$ cat config.mk
export PLATFORM = sky130hd
export DESIGN_NAME = vga_timing_driver
export DESIGN_NICKNAME = d
export VERILOG_FILES = /design/src/rtl/vga_pkg.sv /design/src/rtl/sync_delay.sv /design/src/rtl/vga_timing_driver.sv
export SDC_FILE = /design/constraint.sdc
export NUM_CORES = 1
export LEC_CHECK = 0
export CAP_MARGIN = 20
export CORE_AREA = 5 5 58 60
export DETAILED_ROUTE_END_ITERATION = 10
export DIE_AREA = 0 0 63 65
export GPL_TIMING_DRIVEN = 1
export PLACE_DENSITY = 0.82
export SLEW_MARGIN = 30
export SYNTH_ARGS = -nofsm -noshare
export SYNTH_HDL_FRONTEND = slang
export SYNTH_SLANG_ARGS = --single-unit
$ cat constraint.sdc
create_clock -name clk -period 5.91 [get_ports clk]
set_input_delay 0.591 -clock clk [delete_from_list [all_inputs] [get_ports clk]]
set_output_delay 0.591 -clock clk [all_outputs]
set_load 0.03 [all_outputs]
$ cat src/rtl/vga_pkg.sv
`default_nettype none
// ============================================================================
//  Module   : vga_pkg
//  Purpose  : Shared constants and types for the VGA timing driver.
//             Default 640x480@60 Hz timing (25 MHz pixel clock), line and
//             frame totals derived from the porch/sync widths, RGB bit
//             positions within the 3-bit colour word, sync polarity, and the
//             bundle type carried through the sync/blank delay line.
//  Revision : 1.0  initial release
// ============================================================================
package vga_pkg;

  // Horizontal timing, in pixel clocks
  localparam int c_h_active = 640;
  localparam int c_h_fp     = 16;
  localparam int c_h_sync   = 96;
  localparam int c_h_bp     = 48;
  localparam int c_h_total  = c_h_active + c_h_fp + c_h_sync + c_h_bp;

  // Vertical timing, in lines
  localparam int c_v_active = 480;
  localparam int c_v_fp     = 10;
  localparam int c_v_sync   = 2;
  localparam int c_v_bp     = 33;
  localparam int c_v_total  = c_v_active + c_v_fp + c_v_sync + c_v_bp;

  // Clocks from coordinate change to the matching colour coming back
  localparam int c_color_latency = 1;

  // Bit positions inside the 3-bit colour word
  localparam int c_rgb_r = 2;
  localparam int c_rgb_g = 1;
  localparam int c_rgb_b = 0;

  // Level driven on hsync/vsync while the sync pulse is asserted
  localparam logic c_sync_asserted = 1'b0;

  // Stage-0 timing bundle that travels alongside the colour latency
  typedef struct packed {
    logic hs;
    logic vs;
    logic active;
  } sync_bundle_t;

  // Idle value: syncs deasserted, outside the visible area
  localparam sync_bundle_t c_sync_idle = '{
    hs:     ~c_sync_asserted,
    vs:     ~c_sync_asserted,
    active: 1'b0
  };

endpackage : vga_pkg
`default_nettype wire

$ cat src/rtl/sync_delay.sv
`default_nettype none
// ============================================================================
//  Module   : sync_delay
//  Purpose  : Fixed-depth shift register used to line up timing signals with
//             a downstream pipeline latency. Clears asynchronously to a
//             programmable idle value.
//  Ports    : clk   - clock
//             rst_n - asynchronous clear, active-low
//             din   - WIDTH-bit input sampled every clock
//             dout  - din delayed by DEPTH clocks
//  Revision : 1.0  initial release
// ============================================================================
module sync_delay #(
  parameter int               DEPTH   = 1,
  parameter int               WIDTH   = 1,
  parameter logic [WIDTH-1:0] RST_VAL = '0
) (
  input  logic             clk,
  input  logic             rst_n,
  input  logic [WIDTH-1:0] din,
  output logic [WIDTH-1:0] dout
);

  // All stages packed into one vector; the newest sample sits in the LSBs
  logic [DEPTH*WIDTH-1:0] r_pipe;

  generate
    if (DEPTH == 1) begin : g_single
      always_ff @(posedge clk or negedge rst_n) begin
        if (!rst_n) begin
          r_pipe <= RST_VAL;
        end else begin
          r_pipe <= din;
        end
      end
    end else begin : g_chain
      always_ff @(posedge clk or negedge rst_n) begin
        if (!rst_n) begin
          r_pipe <= {DEPTH{RST_VAL}};
        end else begin
          r_pipe <= {r_pipe[(DEPTH-1)*WIDTH-1:0], din};
        end
      end
    end
  endgenerate

  assign dout = r_pipe[DEPTH*WIDTH-1 -: WIDTH];

endmodule : sync_delay
`default_nettype wire

$ cat src/rtl/vga_timing_driver.sv
`default_nettype none
// ============================================================================
//  Module   : vga_timing_driver
//  Purpose  : VGA raster generator. Runs the horizontal/vertical counters,
//             hands half-resolution coordinates to the colour logic, and
//             re-aligns sync and blanking with the returned colour so all
//             five pins change together.
//  Ports    : clk          - pixel clock (25 MHz)
//             rst_n        - asynchronous reset, active-low
//             color        - {R,G,B} for the coordinate issued COLOR_LATENCY
//                            clocks earlier
//             xvga, yvga   - 320x240 coordinate, 0 outside the visible area
//             vblank_pulse - one clock at (h=0, v=V_ACTIVE), undelayed
//             vga_hs/vs    - sync pins, active-low
//             vga_r/g/b    - pixel pins, 0 during blanking
//  Revision : 1.0  initial release
// ============================================================================
module vga_timing_driver
  import vga_pkg::*;
#(
  parameter int H_ACTIVE      = c_h_active,
  parameter int H_FP          = c_h_fp,
  parameter int H_SYNC        = c_h_sync,
  parameter int H_BP          = c_h_bp,
  parameter int V_ACTIVE      = c_v_active,
  parameter int V_FP          = c_v_fp,
  parameter int V_SYNC        = c_v_sync,
  parameter int V_BP          = c_v_bp,
  parameter int COLOR_LATENCY = c_color_latency
) (
  input  logic       clk,
  input  logic       rst_n,
  input  logic [2:0] color,
  output logic [8:0] xvga,
  output logic [7:0] yvga,
  output logic       vblank_pulse,
  output logic       vga_hs,
  output logic       vga_vs,
  output logic       vga_r,
  output logic       vga_g,
  output logic       vga_b
);

  localparam int c_h_tot = H_ACTIVE + H_FP + H_SYNC + H_BP;
  localparam int c_v_tot = V_ACTIVE + V_FP + V_SYNC + V_BP;

  // Counter-width versions of the timing boundaries
  localparam logic [9:0] c_h_last     = 10'(c_h_tot - 1);
  localparam logic [9:0] c_v_last     = 10'(c_v_tot - 1);
  localparam logic [9:0] c_h_act      = 10'(H_ACTIVE);
  localparam logic [9:0] c_v_act      = 10'(V_ACTIVE);
  localparam logic [9:0] c_hs_first   = 10'(H_ACTIVE + H_FP);
  localparam logic [9:0] c_hs_last    = 10'(H_ACTIVE + H_FP + H_SYNC - 1);
  localparam logic [9:0] c_vs_first   = 10'(V_ACTIVE + V_FP);
  localparam logic [9:0] c_vs_last    = 10'(V_ACTIVE + V_FP + V_SYNC - 1);

  logic [9:0]   r_h_cnt;
  logic [9:0]   r_v_cnt;
  logic         w_line_active;
  sync_bundle_t w_stage0;
  sync_bundle_t w_delayed;
  logic         r_hs;
  logic         r_vs;
  logic [2:0]   r_rgb;

  // --------------------------------------------------------------------------
  // Raster counters: line and frame wrap share the same edge at the last pixel
  // --------------------------------------------------------------------------
  always_ff @(posedge clk or negedge rst_n) begin
    if (!rst_n) begin
      r_h_cnt <= '0;
      r_v_cnt <= '0;
    end else if (r_h_cnt == c_h_last) begin
      r_h_cnt <= '0;
      r_v_cnt <= (r_v_cnt == c_v_last) ? '0 : r_v_cnt + 10'd1;
    end else begin
      r_h_cnt <= r_h_cnt + 10'd1;
    end
  end

  // --------------------------------------------------------------------------
  // Stage-0 decode straight from the counters
  // --------------------------------------------------------------------------
  assign w_line_active   = (r_v_cnt < c_v_act);
  assign w_stage0.active = (r_h_cnt < c_h_act) && w_line_active;
  assign w_stage0.hs     = ((r_h_cnt >= c_hs_first) && (r_h_cnt <= c_hs_last))
                           ? c_sync_asserted : ~c_sync_asserted;
  assign w_stage0.vs     = ((r_v_cnt >= c_vs_first) && (r_v_cnt <= c_vs_last))
                           ? c_sync_asserted : ~c_sync_asserted;

  // Clamping to 0 outside the visible area keeps the halved counters within
  // the 9/8-bit coordinate ports (v_cnt/2 would otherwise reach 262).
  assign xvga = w_stage0.active ? r_h_cnt[9:1] : '0;
  assign yvga = w_line_active   ? r_v_cnt[8:1] : '0;

  assign vblank_pulse = (r_h_cnt == '0) && (r_v_cnt == c_v_act);

  // --------------------------------------------------------------------------
  // Delay sync/blank by the colour round-trip so they meet the colour here
  // --------------------------------------------------------------------------
  sync_delay #(
    .DEPTH   (COLOR_LATENCY),
    .WIDTH   ($bits(sync_bundle_t)),
    .RST_VAL (c_sync_idle)
  ) u_sync_delay (
    .clk   (clk),
    .rst_n (rst_n),
    .din   (w_stage0),
    .dout  (w_delayed)
  );

  // --------------------------------------------------------------------------
  // Pin register: colour is only ever looked at here, and only when visible
  // --------------------------------------------------------------------------
  always_ff @(posedge clk or negedge rst_n) begin
    if (!rst_n) begin
      r_hs  <= ~c_sync_asserted;
      r_vs  <= ~c_sync_asserted;
      r_rgb <= 3'b000;
    end else begin
      r_hs  <= w_delayed.hs;
      r_vs  <= w_delayed.vs;
      r_rgb <= w_delayed.active ? color : 3'b000;
    end
  end

  assign vga_hs = r_hs;
  assign vga_vs = r_vs;
  assign vga_r  = r_rgb[c_rgb_r];
  assign vga_g  = r_rgb[c_rgb_g];
  assign vga_b  = r_rgb[c_rgb_b];

endmodule : vga_timing_driver
`default_nettype wire
==> impl_metrics.yaml <==
outcome:
  outcome: "finished, final reports clean"
detailed_routing:
  postRouteWirelength_mm: 2.96
  drtAntennaViolNets: 0
  wire_per_inst_um: 14.6
  drt-pass1-iter-count: 4
  vias_per_cell: 5.61
  drc: 0
  num_vias: 1133
  initialDrtViolationCount: 34
power_and_ir_drop:
  leakagePower_nw: 0.759
  vdd_drop_max_uv: 95.7
  p_total_uw: 299
  power_density_mw_per_mm2: 172
timing:
  finalSetupTns_ns: 0
  skew_ns: 0.00990
  timing.final.crit_share_pct: 52.3
  drv_slew: 0
  rsz0062_at_grt: "no"
  hold_violations: 0
  finalSetupViolCount: 0
  layout_min_cycle_time_ns: 3.09
  setup_slack_ns: 2.82
  hold_slack_ns: 0.366
  tightest_slew_ns: 0.759
  relSlewSlack_pct: 48.9
  fmax_mhz: 323
global_route:
  grt_first_pass_wirelength_mm: 5.08
  grt-ovfl-total: 0
  grt_use_total_pct: 15.2
  grt_start_max_net_pins: 29
  grt_antenna_before_repair: 0
  grt_pass1_vias: 1159
worst_setup_path:
  cp_num_buf_inv: 1
  critPathMaxFanout: 18
  r2r_setup_slack_ns: 3.61
  crit_chain: "and3_1, a21oi_2, nor4b_1, clkdlybuf4s50_1"
  cp-end-kind: "primary output"
  rr_worst_depth: 5
  worstPathRequired_ns: 5.32
  crit_family: "buffers and inverters"
  slowest_stage: "clkdlybuf4s50_1"
  cp-start-kind: "register"
  critPathMaxStageDelay_ns: 0.72
  crit_type: "reg -> out"
  reg2reg_from: "r_h_cnt[0]"
  arrival_ns: 2.50
  r2r-end: "r_v_cnt[9]"
clock_tree:
  post_cts_resized: 0
  cts_made_buffers: 3
  root_buffer: "clkbuf_4"
  htree_num_levels: 1
  clockBufferDepth: 2
  postCtsHoldBufs: 0
  cts_setup_buffers: 0
  clk_pin_slew_worst_paths_ns: 0.14
  cts_tree: "yes"
  worstSkewPairLatency_ns: 0.34
  clkSinkCount: 28
synth:
  synth_edf_count: 0
  syn-num-nets: 153
  netlist_area_mm2: 0.00142
  ys_seq_area_share_pct: 49.7
  ys_types: 32
  ys.flop_type: "dfrtp_1"
  netlist_instances: 144
  ys_warn_count: 0
  ys_ff_latch: 28
  syn_avg_cell_area_um2: 9.85
  async_reset_ff_share_pct: 100
placed_design:
  hpwl_mm: 2.21
  portBuffers: 27
  gp_congestion: 0.926
  dp_slack_ns: 2.89
final_layout:
  fin_nets: 179
  area_delta_synth_final_pct: 22.7
  post-route-util_pct: 60.5
  layout-drive-gt1-share_pct: 7.10
  antenna_cells: 0
hold_path:
  min_to: "vga_vs"
  min_from: "u_sync_delay.dout[1]"
  min_path_type: "reg -> reg"
  hold_depth: 0
die:
  initial_core_util_pct: 49.3
  die_w_um: 63
  dieHeight_um: 65
  die_area_mm2: 0.00410
  rows: 20
  io-pin-count: 28
  core_area_mm2: 0.00288
job:
  maxCapViolCount: 0
==> worst max path at each step <==
| stage | from | end | slack (ns) | cells past startpoint |
|---|---|---|---|---|
| 6_report | r_v_cnt[5] | xvga[8] | 2.82 | 4 |
| 2_1_floorplan | r_v_cnt[5] | xvga[8] | 3.33 | 3 |
| 4_1_cts | r_v_cnt[5] | xvga[8] | 2.50 | 4 |
| 3_5_place_dp | r_v_cnt[5] | xvga[8] | 2.89 | 4 |
| 5_1_grt | r_v_cnt[5] | xvga[8] | 2.61 | 4 |
| 3_3_place_gp | r_v_cnt[5] | xvga[8] | 2.99 | 4 |
==> cell usage after synthesis (all sizes together), types with 3 or more instances <==
cell,number,share of area [%]
and2,13,5.8
and3,12,5.4
clkbuf,5,1.5
dfrtp,24,42
dfstp,4,7.4
ha,4,3.5
inv,8,2.1
nand2,4,1.1
nand3,12,4.2
nand4,3,1.3
nor2,11,2.9
nor3,4,1.4
nor4,5,2.2
o21ai,5,1.8
xnor2,7,4.3
xor2,6,3.7
==> cell families (layout without fill, tap and decap cells) <==
kind of cell,after synthesis,in the layout,share of synthesized area [%]
AO/OA/AOI/OAI,12,12,5.11
XOR/XNOR,13,13,8.02
adder cells (fa/ha/maj),4,4,3.53
buffers and inverters,15,40,4.76
flip-flops,28,28,49.7
AND/OR/NAND/NOR,72,72,28.8
==> sequential cells by signal, indices dropped and copies added (netlist names) <==
register / count
r_h_cnt: 10
r_rgb: 3
r_v_cnt: 10
u_sync_delay.dout: 3
vga_hs: 1
vga_vs: 1
==> worst reg2reg max path, cell delays in order, from the launching register on <==
cell,delay (ns)
dfrtp_1,0.44
ha_1,0.24
nand4_1,0.27
or3_1,0.58
or4_1,0.55
a21oi_1,0.15
==> cells in the final DEF (no fill, tap or decap) <==
| cell | n |
|---|---|
| nor4_1 | 5 |
| and3_1 | 11 |
| xor2_1 | 6 |
| and2_1 | 12 |
| a21oi_2 | 1 |
| and2_2 | 1 |
| clkbuf_8 | 1 |
| or4_1 | 1 |
| nand3_1 | 12 |
| ha_1 | 4 |
| inv_1 | 8 |
| o31a_1 | 1 |
| dfrtp_1 | 24 |
| and3_2 | 1 |
| o21a_1 | 1 |
| a31oi_1 | 1 |
| nor3b_1 | 1 |
| nand2_1 | 4 |
| or3_1 | 2 |
| clkdlybuf4s50_1 | 27 |
| nand4_1 | 3 |
| nor2_1 | 11 |
| nor4b_1 | 2 |
| buf_4 | 1 |
| clkbuf_4 | 3 |
| dfstp_2 | 4 |
| xnor2_1 | 7 |
| a21oi_1 | 1 |
| and4_1 | 1 |
| nor3_1 | 4 |
| o21ai_0 | 5 |
| o31ai_1 | 2 |
| nor4bb_1 | 1 |
==> where the power goes <==
part	internal, mW	switching [mW]	total (mW)
Sequential	0.193	0.000244	0.193
Clock	0.0378	0.0566	0.0944
Combinational	0.00496	0.00658	0.0115
==> metal layers <==
metal,vias to the layer above,global-route usage (%),part of all wire [%]
met5,-,0,0
met1,551,17.1,42
met3,5,3.47,6.3
li1,548,-,-
met4,0,4.24,1.3
met2,29,28.2,50
==> stage by stage <==
stage,instance area (um^2),cells
2_1_floorplan,1420,144
3_3_place_gp,1700,198
3_5_place_dp,1700,198
4_1_cts,1740,202
5_1_grt,1740,202
6_report,1740,202
==> cell type report <==
cell class / count / area (um^2)
fill: 240 / 1140
tap: 33 / 41.3
inverter: 8 / 30.0
clock buffer: 4 / 36.3
sequential: 28 / 706
timing repair buffer: 28 / 278
multi-input combinational: 101 / 649
Power figures use the tool's default switching activity.
